### src/rtl/link_reset_sequencer.sv
// link_reset_sequencer: serial-link bring-up sequencer driving a paired watchdog_timer.
module link_reset_sequencer #(
  parameter int RST_CYCLES    = 16,
  parameter int STABLE_CYCLES = 64,
  parameter int MAX_RETRIES   = 7,
  parameter int RETRY_W       = 3
) (
  input  logic               clk,
  input  logic               srst,
  input  logic               wd_expired,
  input  logic               rx_locked,
  output logic               wd_kick,
  output logic               link_rst,
  output logic               link_up,
  output logic [RETRY_W-1:0] retry_cnt,
  output logic               fail
);
  localparam int CMAX = RST_CYCLES > STABLE_CYCLES ? RST_CYCLES : STABLE_CYCLES;
  localparam int CW   = $clog2(CMAX + 1);
  typedef enum logic [2:0] {RST, WAIT, STAB, UP, FAIL} state_t;
  state_t             state, nxt;
  logic [CW-1:0]      cnt, nxt_cnt;
  logic [RETRY_W-1:0] nxt_retry;
  logic               att_fail;
  always_comb begin
    nxt       = state;
    nxt_cnt   = cnt;
    nxt_retry = retry_cnt;
    att_fail  = 1'b0;
    case (state)
      RST: begin
        nxt     = cnt == CW'(RST_CYCLES - 1) ? WAIT : RST;
        nxt_cnt = cnt == CW'(RST_CYCLES - 1) ? '0 : cnt + CW'(1);
      end
      WAIT: begin
        nxt      = rx_locked ? STAB : WAIT;
        nxt_cnt  = '0;
        att_fail = !rx_locked && wd_expired;
      end
      STAB: begin
        att_fail = !rx_locked;
        nxt      = cnt == CW'(STABLE_CYCLES - 1) ? UP : STAB;
        nxt_cnt  = cnt + CW'(1);
      end
      UP: begin
        nxt     = rx_locked ? UP : RST;
        nxt_cnt = '0;
      end
      default: ;
    endcase
    // a failed attempt overrides whatever the phase logic chose
    if (att_fail) begin
      nxt       = retry_cnt == RETRY_W'(MAX_RETRIES - 1) ? FAIL : RST;
      nxt_cnt   = '0;
      nxt_retry = retry_cnt + RETRY_W'(1);
    end
  end
  always_ff @(posedge clk) begin
    if (srst) begin
      state     <= RST;
      cnt       <= '0;
      retry_cnt <= '0;
      link_rst  <= 1'b1;
      wd_kick   <= 1'b1;
      link_up   <= 1'b0;
      fail      <= 1'b0;
    end else begin
      state     <= nxt;
      cnt       <= nxt_cnt;
      retry_cnt <= nxt_retry;
      link_rst  <= nxt == RST || nxt == FAIL;
      wd_kick   <= nxt != WAIT;
      link_up   <= nxt == UP;
      fail      <= nxt == FAIL;
    end
  end
endmodule
### config.mk
export PLATFORM = sky130hd
export DESIGN_NAME = link_reset_sequencer
export DESIGN_NICKNAME = d
export VERILOG_FILES = /design/src/rtl/link_reset_sequencer.sv
export SDC_FILE = /design/constraint.sdc
export NUM_CORES = 1
export LEC_CHECK = 0
export CORE_ASPECT_RATIO = 1.25
export CORE_MARGIN = 2
export CORE_UTILIZATION = 40
export DETAILED_ROUTE_END_ITERATION = 6
export SKIP_CTS_REPAIR_TIMING = 1
export SYNTH_ARGS = -nofsm -noshare
export SYNTH_HDL_FRONTEND = slang
export SYNTH_SLANG_ARGS = --single-unit
### constraint.sdc
create_clock -name clk -period 2 [get_ports clk]
set_input_delay 0.5 -clock clk [delete_from_list [all_inputs] [get_ports clk]]
set_output_delay 0.5 -clock clk [all_outputs]
set_load 0.05 [all_outputs]
==> metrics.log <==
[metrics] top_reg_cell synth: dfxtp_1
[metrics] buffers from clock root to sink, at most: 2
[metrics] tightest slew margin relative to the limit: 0.669
[metrics] standard cell with the maximum stage delay on the critical path: clkdlybuf4s50_1
[metrics] FMAX: 0.523 GHz
[metrics] signal arrival time at the worst endpoint: 1.41 ns
[metrics] run status: finished, final reports clean
[metrics] sequential cell area fraction in the yosys report: 0.427
[metrics] first-pass GRT wire length: 2.53 mm
[metrics] via density per instance: 5.33
[metrics] overall power consumption: 0.000564 W
[metrics] number of iterations in the first detailed-routing pass: 4
[metrics] clock net sink count: 17
[metrics] worst reg2reg setup slack: 0.28 ns
[metrics] count of routing violations after the opening detailed-route iteration: 7
[metrics] ratio of cells with drive above 1 in the final layout: 0.143
[metrics] Critical Path Start Type: flip-flop
[metrics] critical path capture point type: output port
[metrics] post-detailed-placement half-perimeter wirelength: 1.06 mm
[metrics] Placeable Area: 1940 um^2
[metrics] VDD IR max: 0.355 mV
[metrics] nets in the synthesized netlist: 92
[metrics] critical path cell sequence: clkdlybuf4s50_1
[metrics] smallest hold slack: 0.475 ns
[metrics] internal power: 0.000432 W
[metrics] number of hold violations in the final report: 0
[metrics] Least-Margin Pin Slew: 0.495 ns
[metrics] synthesized area per cell: 9.38 um^2
[metrics] final clock period utilization by the worst path: 0.955
[metrics] Fin Clk Skew: 0.00621 ns
[metrics] final net count: 106
[metrics] Syn-to-layout area delta: 17.1%
[metrics] final standard cell count with taps included and fillers excluded: 118
[metrics] die extent in y: 53.9 um
[metrics] GR Util All Layers: 0.148
[metrics] detailed-route DRC error count: 0
[metrics] required time worst endpoint: 1.50 ns
[metrics] cell at the root of the clock tree: clkbuf_4
[metrics] Synth async-reset ratio: 0
[metrics] CTS HTree Levels: 1
[metrics] Switching Power: 0.000131 W
[metrics] max-capacitance violation count: 0
[metrics] top fanout value on the critical path: 1
[metrics] total clock buffers created by CTS: 3
[metrics] synthesized instance count: 85
[metrics] maximum number of pins on one net before global-route repair: 12
[metrics] final max-slew violation count: 0
[metrics] routed wire length per instance: 11.9 um
[metrics] placed cell count: 114
[metrics] library cells used by synthesis: 30
[metrics] part of the power in the clock network: 0.334
[metrics] overall overflow remaining after global route: 0
[metrics] clock-pin slew on the worst setup and hold paths: 0.11 ns
[metrics] Worst Hold Class: reg2reg
[metrics] # diodes: 0
[metrics] effective utilization at floorplan: 0.411
[metrics] clk_lat worst skew: 0.29 ns
[metrics] power density cells: 604 nW/um^2
[metrics] Sw Ratio: 0.233
[metrics] share of total power in combinational logic: 0.049
[metrics] reported leakage power: 0.349 nW
[metrics] fillcell total: 192
[metrics] crit path buf inv count: 1
[metrics] via count of the routed design: 629
[metrics] Yosys warning total: 0
[metrics] overall routed net length: 1.40 mm
[metrics] full die area: 2370 um^2
[metrics] maximum single-stage delay on the critical path: 0.79 ns
[metrics] placer congestion estimate: 0.689
[metrics] number of buffers inserted by port buffering: 10
[metrics] remaining antenna violation count: 0
[metrics] clock period minus worst slack: 1.91 ns
[metrics] Die Span X: 43.9 um
[metrics] antenna violations before repair: 0
[metrics] largest delay contributor family on the critical path: buffers and inverters
[metrics] vias in the first global route: 582
[metrics] CP Class: reg2out
[metrics] clock tree from TritonCTS: yes
[metrics] # rows: 18
[metrics] io pins: 11
[metrics] flop and latch count out of synthesis: 17
[metrics] number of enable-type register cells in the synthesized netlist: 0
[metrics] setup repair after global routing missed its margin: false
[metrics] Setup violations, final: 0
[metrics] netlist area before placement: 797 um^2
[metrics] Sequential Power Share: 0.617
-- cells by family after synthesis --
family,count (synthesis),share of synthesized area
buffers and inverters,6,0.0440
XOR/XNOR,7,0.0769
AND/OR/NAND/NOR,34,0.232
adder cells (fa/ha/maj),3,0.0471
AO/OA/AOI/OAI,18,0.173
flip-flops,17,0.427
-- flip-flops by register name, indices dropped and copies added (netlist names) --
| signal | count |
|---|---|
| cnt | 7 |
| fail | 1 |
| link_rst | 1 |
| link_up | 1 |
| retry_cnt | 3 |
| state | 3 |
| wd_kick | 1 |
-- cell type report --
class                   count  area (um^2)  share of cell area
multi-input cells          62          422               0.452
flip-flops and latches     17          340               0.365
repair buffers             12          108               0.115
well taps                  20         25.0              0.0268
clock buffers               3         22.5              0.0241
inverters                   3         11.3              0.0121
clock inverters             1         5.00             0.00536
-- layout by cell type, fill, tap and decap left out, types with 2 or more instances in the layout --
cell             count
a211oi_1             3
a21oi_1              5
buf_4                5
clkbuf_4             3
clkdlybuf4s50_1      7
dfxtp_1             17
ha_1                 3
inv_1                3
nand2_1              3
nand2b_1             2
nand3_1              6
nand4b_1             2
nor2_1              13
o211ai_1             2
o21ai_0              3
xnor2_1              3
xor2_1               4
-- metrics by stage --
stage / area, um^2 / utilization / worst slack, ns / setup TNS, ns
floorplan: 797 / - / 0.395 / 0
global placement: 906 / 0.468 / -0.0149 / -0.0149
detailed placement: 906 / 0.468 / -0.0463 / -0.0487
CTS: 933 / 0.482 / 0.0663 / 0
global route: 933 / 0.482 / 0.0246 / 0
finish: 933 / 0.482 / 0.0896 / 0
-- synthesized netlist by cell type, types with 2 or more instances --
cell,n,area (um^2)
nand3_1,6,30.0
nand4b_1,2,17.5
o21ai_0,3,15.0
o211ai_1,2,15.0
nor2_1,13,48.8
ha_1,3,37.5
nand2b_1,2,12.5
xnor2_1,3,26.3
inv_1,3,11.3
a21oi_1,5,25.0
nand2_1,3,11.3
xor2_1,4,35.0
a211oi_1,3,22.5
dfxtp_1,17,340
-- metal layers --
layer / share of wire / up-vias / GRT usage
li1: - / 324 / -
met1: 0.47 / 293 / 0.177
met2: 0.48 / 8 / 0.240
met3: 0.025 / 4 / 0.0201
met4: 0.023 / 0 / 0.106
met5: 0 / - / 0
-- worst register-to-register path: stages (launching register included) --
cell	delay, ns
dfxtp_1	0.38
ha_1	0.24
nand4b_1	0.14
a211o_1	0.34
a2111oi_4	0.36
nor3b_2	0.21
-- power groups by stage --
stage	Sequential [W]	Combinational [W]	Clock [W]
final	0.000348	0.0000274	0.000188
after global routing	0.000349	0.0000325	0.000211
after CTS	0.000348	0.0000279	0.000198
after detailed placement	0.000356	0.0000278	0
after global placement	0.000356	0.0000273	0
after floorplan	0.000355	0.0000175	0
-- final timing paths --
kind	from	end	depth (start not counted)
hold / removal	cnt[1]	cnt[1]	2
setup reg to reg	cnt[0]	link_up	5
hold reg to reg	cnt[1]	cnt[1]	2
setup / recovery	wd_kick	wd_kick	1
No activity file was read; power rests on OpenSTA's default activity.
